## src/rtl/xadc_seq_pkg.sv

```systemverilog
// rtl/xadc_seq_pkg.sv - shared state encoding and channel constants for the XADC DRP sequencer
//
// Purpose : common definitions imported by rr_next_sel and xadc_drp_sequencer.
// Contents: NUM_CH, sequencer state enum, default DRP channel addresses,
//           reset value of the round-robin pointer.
package xadc_seq_pkg;

    localparam int NUM_CH = 4;

    typedef enum logic [1:0] {
        IDLE      = 2'd0,
        WAIT_EOC  = 2'd1,
        ISSUE     = 2'd2,
        WAIT_DRDY = 2'd3
    } seq_state_t;

    // Default XADC status register addresses: temperature, VCCINT, VCCAUX, VCCBRAM
    localparam logic [6:0] DEF_CH0_ADDR = 7'h00;
    localparam logic [6:0] DEF_CH1_ADDR = 7'h01;
    localparam logic [6:0] DEF_CH2_ADDR = 7'h02;
    localparam logic [6:0] DEF_CH3_ADDR = 7'h06;

    // Pointer starts on the last channel so the first scan begins at channel 0
    localparam logic [1:0] LAST_CH_RESET = 2'd3;

endpackage

```

## src/rtl/rr_next_sel.sv

```systemverilog
// rtl/rr_next_sel.sv - combinational round-robin picker over the channel enable mask
//
// Purpose : returns the first set bit of mask scanning cyclically from last+1,
//           wrapping around so that last itself is the final candidate.
// Ports   : mask [3:0] in  - channel enable mask
//           last [1:0] in  - previously selected channel
//           sel  [1:0] out - next channel to read (equals last when any=0)
//           any        out - at least one channel enabled
module rr_next_sel
    import xadc_seq_pkg::*;
(
    input  logic [NUM_CH-1:0] mask,
    input  logic [1:0]        last,
    output logic [1:0]        sel,
    output logic              any
);

    // Walk candidates from farthest (last itself) to nearest (last+1) so the
    // nearest enabled channel is the one left standing.
    always_comb begin
        sel = last;
        any = 1'b0;
        for (int k = NUM_CH; k >= 1; k--) begin
            if (mask[last + 2'(k)]) begin
                sel = last + 2'(k);
                any = 1'b1;
            end
        end
    end

endmodule

```

## src/rtl/xadc_drp_sequencer.sv

```systemverilog
// rtl/xadc_drp_sequencer.sv - XADC DRP read sequencer with round-robin channel sharing
//
// Purpose : waits for end-of-conversion, issues a one-cycle DRP read, captures
//           the returned word and forwards it as a channel-tagged sample.
// Optional: define XADC_SEQ_TIMEOUT_EN to abort reads that never see drdy_in
//           within TIMEOUT_CYCLES and raise a sticky timeout_err.
// Ports   : clk, rst (sync, active high)
//           ch_en[3:0]    in  - channel enable mask
//           eoc_in        in  - end-of-conversion pulse
//           drdy_in       in  - DRP data ready
//           do_in[15:0]   in  - DRP read data
//           den_out       out - DRP enable, one cycle per read
//           dwe_out       out - DRP write enable, always 0
//           daddr_out[6:0] out - DRP address, held until the next read
//           di_out[15:0]  out - DRP write data, always 0
//           sample_out[15:0], sample_ch[1:0], sample_valid out - tagged sample
//           busy          out - read in flight
//           overrun       out - one-cycle pulse, conversion result dropped
//           timeout_err   out - sticky timeout flag (0 without the option)
module xadc_drp_sequencer
    import xadc_seq_pkg::*;
#(
    parameter logic [6:0] CH0_ADDR       = DEF_CH0_ADDR,
    parameter logic [6:0] CH1_ADDR       = DEF_CH1_ADDR,
    parameter logic [6:0] CH2_ADDR       = DEF_CH2_ADDR,
    parameter logic [6:0] CH3_ADDR       = DEF_CH3_ADDR,
    parameter int         TIMEOUT_CYCLES = 255
) (
    input  logic        clk,
    input  logic        rst,
    input  logic [3:0]  ch_en,
    input  logic        eoc_in,
    input  logic        drdy_in,
    input  logic [15:0] do_in,
    output logic        den_out,
    output logic        dwe_out,
    output logic [6:0]  daddr_out,
    output logic [15:0] di_out,
    output logic [15:0] sample_out,
    output logic [1:0]  sample_ch,
    output logic        sample_valid,
    output logic        busy,
    output logic        overrun,
    output logic        timeout_err
);

    seq_state_t  state;
    seq_state_t  state_nx;
    logic [1:0]  last_ch;
    logic [1:0]  sel_q;
    logic [1:0]  rr_sel;
    logic        rr_any;
    logic [6:0]  sel_addr;
    logic        eoc_pending;
    logic        take_eoc;
    logic        drdy_hit;
    logic        tmo_hit;

    rr_next_sel u_rr (
        .mask (ch_en),
        .last (last_ch),
        .sel  (rr_sel),
        .any  (rr_any)
    );

    always_comb begin
        case (rr_sel)
            2'd0:    sel_addr = CH0_ADDR;
            2'd1:    sel_addr = CH1_ADDR;
            2'd2:    sel_addr = CH2_ADDR;
            default: sel_addr = CH3_ADDR;
        endcase
    end

    // A buffered eoc counts the same as a live one once we are back in WAIT_EOC
    assign take_eoc = (state == WAIT_EOC) && rr_any && (eoc_in || eoc_pending);
    assign drdy_hit = (state == WAIT_DRDY) && drdy_in;

    always_ff @(posedge clk) begin
        if (rst) begin
            state <= IDLE;
        end else begin
            state <= state_nx;
        end
    end

    always_comb begin
        state_nx = state;
        case (state)
            IDLE: begin
                if (rr_any) begin
                    state_nx = WAIT_EOC;
                end
            end
            WAIT_EOC: begin
                if (!rr_any) begin
                    state_nx = IDLE;
                end else if (eoc_in || eoc_pending) begin
                    state_nx = ISSUE;
                end
            end
            ISSUE: begin
                state_nx = WAIT_DRDY;
            end
            WAIT_DRDY: begin
                if (drdy_in || tmo_hit) begin
                    state_nx = WAIT_EOC;
                end
            end
            default: begin
                state_nx = IDLE;
            end
        endcase
    end

    always_ff @(posedge clk) begin
        if (rst) begin
            last_ch      <= LAST_CH_RESET;
            sel_q        <= 2'd0;
            daddr_out    <= 7'h00;
            sample_out   <= 16'h0000;
            sample_ch    <= 2'd0;
            sample_valid <= 1'b0;
            overrun      <= 1'b0;
            eoc_pending  <= 1'b0;
        end else begin
            sample_valid <= 1'b0;
            overrun      <= 1'b0;

            // Single-entry buffer for conversions that land while a read is busy
            if (eoc_in && (state != WAIT_EOC)) begin
                eoc_pending <= 1'b1;
                if (eoc_pending) begin
                    overrun <= 1'b1;
                end
            end else if (take_eoc) begin
                eoc_pending <= 1'b0;
            end

            if (take_eoc) begin
                last_ch   <= rr_sel;
                sel_q     <= rr_sel;
                daddr_out <= sel_addr;
            end

            if (drdy_hit) begin
                sample_out   <= do_in;
                sample_ch    <= sel_q;
                sample_valid <= 1'b1;
            end
        end
    end

`ifdef XADC_SEQ_TIMEOUT_EN
    logic [7:0] tmo_cnt;
    logic       timeout_q;

    // drdy_in on the expiry cycle takes priority, so the abort needs !drdy_in
    assign tmo_hit = (state == WAIT_DRDY) && !drdy_in &&
                     (tmo_cnt == 8'(TIMEOUT_CYCLES - 1));

    always_ff @(posedge clk) begin
        if (rst) begin
            tmo_cnt   <= 8'd0;
            timeout_q <= 1'b0;
        end else begin
            if (state == WAIT_DRDY) begin
                tmo_cnt <= tmo_cnt + 8'd1;
            end else begin
                tmo_cnt <= 8'd0;
            end
            if (tmo_hit) begin
                timeout_q <= 1'b1;
            end
        end
    end

    assign timeout_err = timeout_q;
`else
    logic [31:0] unused_timeout_cfg;

    assign unused_timeout_cfg = TIMEOUT_CYCLES;
    assign tmo_hit            = 1'b0;
    assign timeout_err        = 1'b0;
`endif

    assign den_out = (state == ISSUE);
    assign busy    = (state == ISSUE) || (state == WAIT_DRDY);
    assign dwe_out = 1'b0;
    assign di_out  = 16'h0000;

endmodule

```

## config.mk

```make
export PLATFORM = sky130hd
export DESIGN_NAME = xadc_drp_sequencer
export DESIGN_NICKNAME = d
export VERILOG_FILES = /design/src/rtl/xadc_seq_pkg.sv /design/src/rtl/rr_next_sel.sv /design/src/rtl/xadc_drp_sequencer.sv
export SDC_FILE = /design/constraint.sdc
export NUM_CORES = 1
export LEC_CHECK = 0
export ABC_CLOCK_PERIOD_IN_PS = 1800
export BUFFER_PORTS_ARGS = -buffer_cell sky130_fd_sc_hd__buf_2
export CAP_MARGIN = 10
export CORE_MARGIN = 8
export CORE_UTILIZATION = 25
export DETAILED_ROUTE_END_ITERATION = 16
export PLACE_DENSITY = 0.46
export SETUP_SLACK_MARGIN = 0.1
export SLEW_MARGIN = 20
export SYNTH_ARGS = -nofsm -noshare
export SYNTH_HDL_FRONTEND = slang
export SYNTH_SLANG_ARGS = --single-unit
```

## constraint.sdc

```tcl
create_clock -name clk -period 1.8 [get_ports clk]
set_input_delay 0.36 -clock clk [delete_from_list [all_inputs] [get_ports clk]]
set_output_delay 0.36 -clock clk [all_outputs]
set_load 0.05 [all_outputs]
```

==> impl_metrics.ini, run 1 <==
[synth]
synthAdderAreaFrac = 0.04219
synth_edf_count = 0
ys_warn_count = 0
avgSynthCellArea_um2 = 8.283
synth-seq-cells = 30
synth_xor_area_frac = 0
synth_cell_types = 33
synth_top_family_by_area = simple AND/OR/NAND/NOR gates
syn-instance-count = 179
yosys.area_share.simple = 0.2042
syn_area_um2 = 1483
synth_compound_area_frac = 0.1747
async_flop_share = 0
ys_seq_area_frac = 0.4051
synth_flop_cell = dfxtp_1
synth_mux_area_frac = 0.02194

[final_layout]
multi_input_area_um2 = 752.0
fin_area_um2 = 1862
final_cell_mix = buf_2 (47), nand2_1 (40), dfxtp_1 (29)
n_antenna_cell = 0
final_common_cell = buf_2
fill_cells = 670
area_growth_pct = 25.57
seqCellArea_um2 = 604.3
drive_gt1_frac = 0.2926
fin_cells = 304
fin_nets = 258

[route]
ant_nets = 0
viasPerCell = 4.171
drtIter0Drc = 53
dr_total_vias = 1268
drc = 0
firstDrtPassIters = 4
routed_wl_um = 3806
post_drt_wl_per_cell_um = 12.52

[setup_path]
critPathRequiredTime_ns = 1.44
reg2regPathDepth = 6
r2r-start = state[0]
cp.arrival_ns = 1.28
path_class = reg -> out
cp_slowest_cell = dfxtp_4
path_cells = inv_2, ha_2, or2_4, buf_8
worst-path-buf-inv = 2
slowest_delay_ns = 0.37
r2r_setup_slack_ns = 0.23
r2r_end = state[1]
cp_top_family = flip-flops
cp_max_fo = 4
end_kind = output port
startpoint_type = flop
cp_num_cells = 4

[timing]
tightest_slew_ns = 0.5305
rsz0062_at_grt = false
fmax_ghz = 0.6102
skew_ns = 0.008310
finalCritPeriodShare = 0.9104
hold_viol = 0
finalSetupTns_ns = 0
fin_crit_ns = 1.639
setup_viol = 0
slew_violations = 0
max_slew_margin = 0.6464

[die]
die_area_um2 = 8651
core_area_um2 = 5816
core.rowCount = 28
die_w_um = 93.01
dieHeight_um = 93.01
pin_count = 71
initial_core_util = 0.2549

[placed_design]
gp_congestion = 0.6983
dpl-instance-area_um2 = 1715
dp_cells = 296
dpl.hpwl_um = 2751
io_buffers = 48

[global_route]
gr-total-overflow = 0
first_global_vias = 1293
grt_usage = 0.08804
grt_max_degree = 21
grt_pass1_wl_um = 6189
grt_antenna_before_repair = 0

[pwr]
p_leak_nw = 0.8254
powerDensity_nw_per_um2 = 966.1
peakVddDrop_v = 0.0004510
totalPowerFinal_mw = 1.799

[clock_network]
cts_tree = yes
htreeDepth = 2
cts_root_buf = clkbuf_8
cts_made_buffers = 5
path_clk_slew_ns = 0.07
clkLatencyLatePin_ns = 0.28
clock-sinks = 30
cts_buffer_depth = 2

[run_status]
status = finished clean

[min_path]
holdPathStages = 3
worstHoldPathType = in -> reg
worstHoldStart = do_in[3]
hold_path_end = sample_out[3]

[job]
cap_violations = 0
-- cell families after synthesis --
kind of cell | after synthesis
and+or+nand+nor | 66
AOI/OAI and AO/OA | 41
buffers and inverters | 34
DFF | 30
adders and majority gates | 5
muxes | 2
other | 1
-- stage by stage --
| stage | utilization | hold slack (ns) | setup WS (ns) |
|---|---|---|---|
| after floorplan | - | 0.4322 | 0.1176 |
| after CTS | 0.3188 | 0.3084 | 0.1254 |
| after global placement | 0.2950 | 0.4411 | 0.1310 |
| final | 0.3201 | 0.3187 | 0.1612 |
| after global routing | 0.3201 | 0.3091 | 0.1063 |
| after detailed placement | 0.2950 | 0.4459 | 0.1014 |
-- power breakdown --
group / internal [mW] / total (mW) / switching, mW
Combinational: 0.112 / 0.378 / 0.266
Sequential: 0.695 / 0.724 / 0.0286
Clock: 0.443 / 0.697 / 0.254
Total: 1.25 / 1.80 / 0.548
-- synth_stat cells (2+ instances only) --
cell / n / area, um2
buf_4: 22 / 165.2
nand2_1: 40 / 150.1
nand3b_1: 2 / 15.01
a211oi_1: 2 / 15.01
ha_1: 5 / 62.56
o41ai_1: 2 / 17.52
dfxtp_1: 30 / 600.6
a21oi_1: 25 / 125.1
nand2b_1: 8 / 50.05
nor2b_1: 3 / 18.77
o21a_1: 2 / 15.01
buf_2: 3 / 15.01
clkbuf_1: 5 / 18.77
o211ai_1: 2 / 15.01
o21ai_0: 2 / 10.01
nor2_1: 6 / 22.52
a311oi_1: 2 / 17.52
inv_1: 3 / 11.26
-- final cells by class --
class | count | area share
Clock inverter | 1 | 0.01613
Multi-Input combinational cell | 136 | 0.4039
Timing Repair Buffer | 53 | 0.1546
Clock buffer | 6 | 0.04435
Tap cell | 75 | 0.05040
Sequential cell | 30 | 0.3246
Inverter | 3 | 0.006048
-- layer usage --
layer	up-vias	share of wire	track usage
met5	-	0	0
met4	0	0.0063	0.03624
met3	2	0.089	0.03766
met2	44	0.46	0.1349
met1	566	0.45	0.1057
li1	656	-	-
-- worst register-to-register path: stages, from the launching register on --
cell      delay (ns)
dfxtp_4         0.36
buf_4           0.14
ha_1            0.22
nor3b_1         0.14
mux2i_1         0.26
a211oi_1        0.13
a41o_1          0.21
-- sequential cells by signal (all words and copies together), names as in the netlist --
name and flops:
sample_out 16, daddr_out 3, last_ch 2, sample_ch 2, sel_q 2, state 2, eoc_pending 1, overrun 1
sample_valid 1
-- how the worst max path moves through the flow --
stage / start / end / slack, ns
2_1_floorplan: state[0] / busy / 0.12
3_3_place_gp: ch_en[3] / state[1] / 0.13
3_5_place_dp: ch_en[3] / state[0] / 0.10
4_1_cts: state[0] / busy / 0.13
5_1_grt: state[0] / busy / 0.11
6_report: state[0] / busy / 0.16
-- what timing repair did --
action                                  4_1_cts  5_1_grt
endpoints found under the hold margin         0        0
endpoints found under the setup margin        1        2
resized for setup                             7        2
buffers inserted                              1        0
hold buffers                                  0        0
No activity file was read; power rests on OpenSTA's default activity.
==> inputs of run 2 (changes only) <==
ABC_AREA = 1   (was unset)
CORE_UTILIZATION = 26   (was 25)
PLACE_DENSITY = 0.47   (was 0.46)
==> run 2 against run 1 <==
Critical path depth unchanged. Fmax up 2.2%. Clock-buffer cell count up 1. Clock skew down 0.0023 ns. Worst hold slack better by 0.016 ns. Sequential cell count unchanged. Cell count up 13%. Sequential power up 21%. First-iteration DRC count up 42%. Global-route usage down 0.20 points. Highest routed layer unchanged.
==> impl_metrics.ini, run 2 <==
[run_status]
status = finished clean

[clock_network]
cts_tree = yes
cts_made_buffers = 5
clkLatencyLatePin_ns = 0.28
htreeDepth = 2
clock-sinks = 30
cts_root_buf = clkbuf_8
cts_buffer_depth = 2
path_clk_slew_ns = 0.06
hold_buffers = 0

[route]
firstDrtPassIters = 4
drc = 0
post_drt_wl_per_cell_um = 10.53
drtIter0Drc = 75
routed_wl_um = 3633
ant_nets = 0
dr_total_vias = 1356
viasPerCell = 3.930

[timing]
hold_viol = 0
finalCritPeriodShare = 0.8912
fin_ws_ns = 0.1958
skew_ns = 0.005977
fmax_ghz = 0.6234
slew_violations = 0
rsz0062_at_grt = false
setup_viol = 0
finalSetupTns_ns = 0
fin_crit_ns = 1.604

[synth]
synth_cell_types = 28
avgSynthCellArea_um2 = 7.293
yosysTopAreaCell = dfxtp_1
synth_flop_cell = dfxtp_1
async_flop_share = 0
ys_warn_count = 0
synth-seq-cells = 30
syn_area_um2 = 1575
yosysMostFrequentCell = nor2_1
syn-instance-count = 216
ys_seq_area_frac = 0.3813
synthTopCellsByCount = nor2_1 (43), nand2_1 (40), dfxtp_1 (30)
synth_edf_count = 0
netlist_top_cells_area = dfxtp_1 (38%), buf_4 (10%), nor2_1 (10%)
synth_top_area_frac = 0.3813

[setup_path]
critPathRequiredTime_ns = 1.44
cp_slowest_cell = dfxtp_2
r2r-start = last_ch[0]
r2r_end = last_ch[0]
end_kind = output port
reg2regPathDepth = 9
path_class = reg -> out
path_cells = inv_2, ha_2, or2_4, buf_8
cp.arrival_ns = 1.24
startpoint_type = flop
slowest_delay_ns = 0.35
r2r_setup_slack_ns = 0.42
cp_max_fo = 3

[die]
dieHeight_um = 93.84
die_area_um2 = 8805
initial_core_util = 0.2676
die_w_um = 93.84
core_area_um2 = 5886
core.rowCount = 28
pin_count = 71

[final_layout]
fin_nets = 298
drive_gt1_frac = 0.2963
final_cell_mix = buf_2 (47), nor2_1 (43), nand2_1 (40)
n_antenna_cell = 0
final_common_cell = buf_2
fin_cells = 345
regMostFlops = sample_out
area_growth_pct = 23.19
largest_reg_flops = 16
fin_area_um2 = 1941
reg.largest.list = sample_out x16, daddr_out x3

[global_route]
grt_pass1_wl_um = 6099
grt_max_degree = 20
gr-total-overflow = 0
first_global_vias = 1343
grt_antenna_before_repair = 0
grt_usage = 0.08608

[pwr]
peakVddDrop_v = 0.0004669
p_leak_nw = 0.9997
powerDensity_nw_per_um2 = 1420
totalPowerFinal_mw = 2.756

[min_path]
worstHoldStart = do_in[2]
hold_path_end = sample_out[2]
worstHoldPathType = in -> reg
holdPathStages = 3

[placed_design]
gp_congestion = 0.7338
dp_slack_ns = 0.2586
dpl.hpwl_um = 2847
dp_cells = 335
dpl-instance-area_um2 = 1817
io_buffers = 48

[job]
cap_violations = 0
[run 2: changes by cell type in the layout (fill, tap and decap cells not counted), sizes merged, moves of 3 or more]
cell    change
inv        +15
o41ai       -3
nor2       +42
nor2b       -3
nand2       +5
nand3       +6
a21oi      -19
nand2b      -8
o21ai      +17
[run 2: per-stage QoR]
step / utilization / hold WS (ns)
2_1_floorplan: - / 0.4361
3_3_place_gp: 0.3087 / 0.4491
3_5_place_dp: 0.3087 / 0.4526
4_1_cts: 0.3291 / 0.3268
5_1_grt: 0.3297 / 0.3464
6_report: 0.3297 / 0.3343
[run 2: final cells by class]
cell class | count | area, um2
fillers | 664 | 3945
multi-input cells | 159 | 780.7
flip-flops and latches | 30 | 603.1
repair buffers | 54 | 295.3
well taps | 75 | 93.84
clock buffers | 7 | 86.33
inverters | 19 | 76.32
clock inverters | 1 | 5.005
[run 2: repair_timing]
action / in CTS / in global routing
setup endpoints to repair: 1 / 3
resized for setup: 5 / 3
buffers inserted: 2 / 0
[run 2: per-layer routing]
metal  GRT usage  vias up  share of wire
met5           0        -              0
met4     0.04359        0          0.018
met3     0.03677        5           0.12
met2      0.1336       53           0.40
met1     0.09864      569           0.47
li1            -      729              -
[run 2: logic make-up after synthesis]
kind of cell | after synthesis | synth area share
flops | 30 | 0.3813
simple gates | 103 | 0.2986
fa+ha+maj | 5 | 0.03971
compound gates | 29 | 0.1017
buf+inv | 48 | 0.1763
other cells | 1 | 0.002381
[run 2: worst max-delay path: cells and delay by family (launching register included)]
| family | cells | cell delay [ns] |
|---|---|---|
| and+or+nand+nor | 1 | 0.25 |
| buffers and inverters | 2 | 0.19 |
| adders and majority gates | 1 | 0.18 |
| DFF | 1 | 0.35 |
[run 2: how the worst max path moves through the flow]
stage / depth (start not counted) / from / to / slack (ns)
after global routing: 4 / state[0] / busy / 0.13
after detailed placement: 4 / state[0] / busy / 0.26
after CTS: 4 / state[0] / busy / 0.10
after floorplan: 3 / state[0] / busy / 0.11
after global placement: 9 / last_ch[0] / last_ch[0] / 0.27
final: 4 / state[0] / busy / 0.20
[run 2: power by group]
group          leakage (nW)  internal (mW)  switching [mW]
logic                 0.708          0.413           0.926
registers             0.243          0.786          0.0882
clock network        0.0482          0.308           0.235
==> inputs of run 3 (changes only) <==
ABC_AREA = unset   (was 1)
MAX_ROUTING_LAYER = met4   (was unset)
PLACE_DENSITY = 0.48   (was 0.47)
==> run 3 against run 2 <==
Worst setup slack worse by 0.033 ns. Clock power down 4.6%. Sequential power down 17%. Final area down 5.6%. Critical path type unchanged.
==> impl_metrics.ini, run 3 (same netlist as run 1, synthesis figures left out) <==
[final_layout]
fin_nets = 259
reg.largest.list = sample_out x16, daddr_out x3
drive_gt1_frac = 0.2882
fill_cells = 607
fin_cells = 301
largest_reg_flops = 16
area_growth_pct = 23.54
n_antenna_cell = 0
final_common_cell = buf_2
fin_area_um2 = 1832
regMostFlops = sample_out
final_cell_mix = buf_2 (47), nand2_1 (40), dfxtp_1 (29)

[job]
cap_violations = 0

[timing]
hold_viol = 0
fin_crit_ns = 1.637
finalSetupTns_ns = 0
fmax_ghz = 0.6110
slew_violations = 0
rsz0062_at_grt = false
hold_ws_ns = 0.3237
skew_ns = 0.002718
setup_viol = 0
finalCritPeriodShare = 0.9093

[global_route]
grt_usage = 0.09247
grt_pass1_wl_um = 6203
gr-total-overflow = 0
first_global_vias = 1352
grt_max_degree = 21
grt_antenna_before_repair = 0

[pwr]
p_int_mw = 1.105
totalPowerFinal_mw = 1.623
seq_power_share = 0.446
powerDensity_nw_per_um2 = 886.3
p_clk_frac = 0.319
p_comb_frac = 0.235
p_sw_uw = 518.7
power.share.switching = 0.3195
p_leak_nw = 0.8121
peakVddDrop_v = 0.0002809

[setup_path]
startpoint_type = flop
critPathRequiredTime_ns = 1.44
cp.arrival_ns = 1.28
path_class = reg -> out
r2r_setup_slack_ns = 0.24
cp_max_fo = 4
end_kind = output port

[run_status]
status = finished clean

[die]
dieHeight_um = 91.52
initial_core_util = 0.2693
core.rowCount = 27
core_area_um2 = 5507
pin_count = 71
die_area_um2 = 8375
die_w_um = 91.52

[route]
drtIter0Drc = 30
drc = 0
firstDrtPassIters = 4
dr_total_vias = 1288
post_drt_wl_per_cell_um = 12.42
ant_nets = 0
viasPerCell = 4.279
routed_wl_um = 3739

[placed_design]
gp_congestion = 0.6999
dpl.hpwl_um = 2796
dp_cells = 293
io_buffers = 48
dpl-instance-area_um2 = 1712

[clock_network]
clkLatencyLatePin_ns = 0.27
cts_made_buffers = 5
cts_buffer_depth = 2
htreeDepth = 2
hold_buffers = 0
path_clk_slew_ns = 0.06
clock-sinks = 30
cts_tree = yes
cts_root_buf = clkbuf_8

[min_path]
worstHoldPathType = in -> reg
run 3: cell count changes in the layout (fill, tap and decap cells not counted), moves of 5 or more:
cell      change
nand2b_1      +8
a21oi_1      +19
o21ai_0      -16
nor2_1       -37
nand3_1       -5
inv_1        -12
run 3: through the flow:
stage | setup slack, ns | util
after CTS | 0.1311 | 0.3292
after detailed placement | 0.1297 | 0.3108
after floorplan | 0.1176 | -
final | 0.1633 | 0.3327
after global placement | 0.1267 | 0.3108
after global routing | 0.1060 | 0.3327
run 3: cell type report:
class | instances | area (um2) | share of cell area
well taps | 72 | 90.09 | 0.04918
inverters | 3 | 11.26 | 0.006148
clock buffers | 6 | 82.58 | 0.04508
multi-input cells | 136 | 748.2 | 0.4085
flip-flops and latches | 30 | 604.3 | 0.3299
repair buffers | 54 | 295.3 | 0.1612
run 3: path summary, 6_finish.rpt:
check,depth (start not counted),from,end
min,3,do_in[6],sample_out[6]
max reg2reg,5,state[1],daddr_out[0]
max,4,state[0],busy
min reg2reg,2,sample_out[5],sample_out[5]
run 3: power by group through the flow:
stage	Combinational [mW]	Sequential (mW)	Clock, mW
after detailed placement	0.358	0.738	0
after global placement	0.358	0.739	0
after floorplan	0.300	0.758	0
final	0.381	0.724	0.518
after CTS	0.367	0.725	0.551
after global routing	0.413	0.728	0.582
run 3: worst max-delay path, cell delays in order (launching register included):
cell and delay [ns]:
dfxtp_4 0.36, inv_1 0.06, ha_2 0.19, or2_4 0.25
buf_8 0.15
run 3: timing repair:
action | CTS | global route
gates resized for setup | 7 | 1
endpoints found under the setup margin | 1 | 3
buffers inserted | 0 | 2
run 3: layer usage:
metal | wire length [um] | vias to the layer above | track usage
li1 | - | 652 | -
met1 | 1611 | 583 | 0.09736
met2 | 1782 | 48 | 0.1561
met3 | 308 | 5 | 0.03292
met4 | 36 | 0 | 0.03274
met5 | 0 | - | -
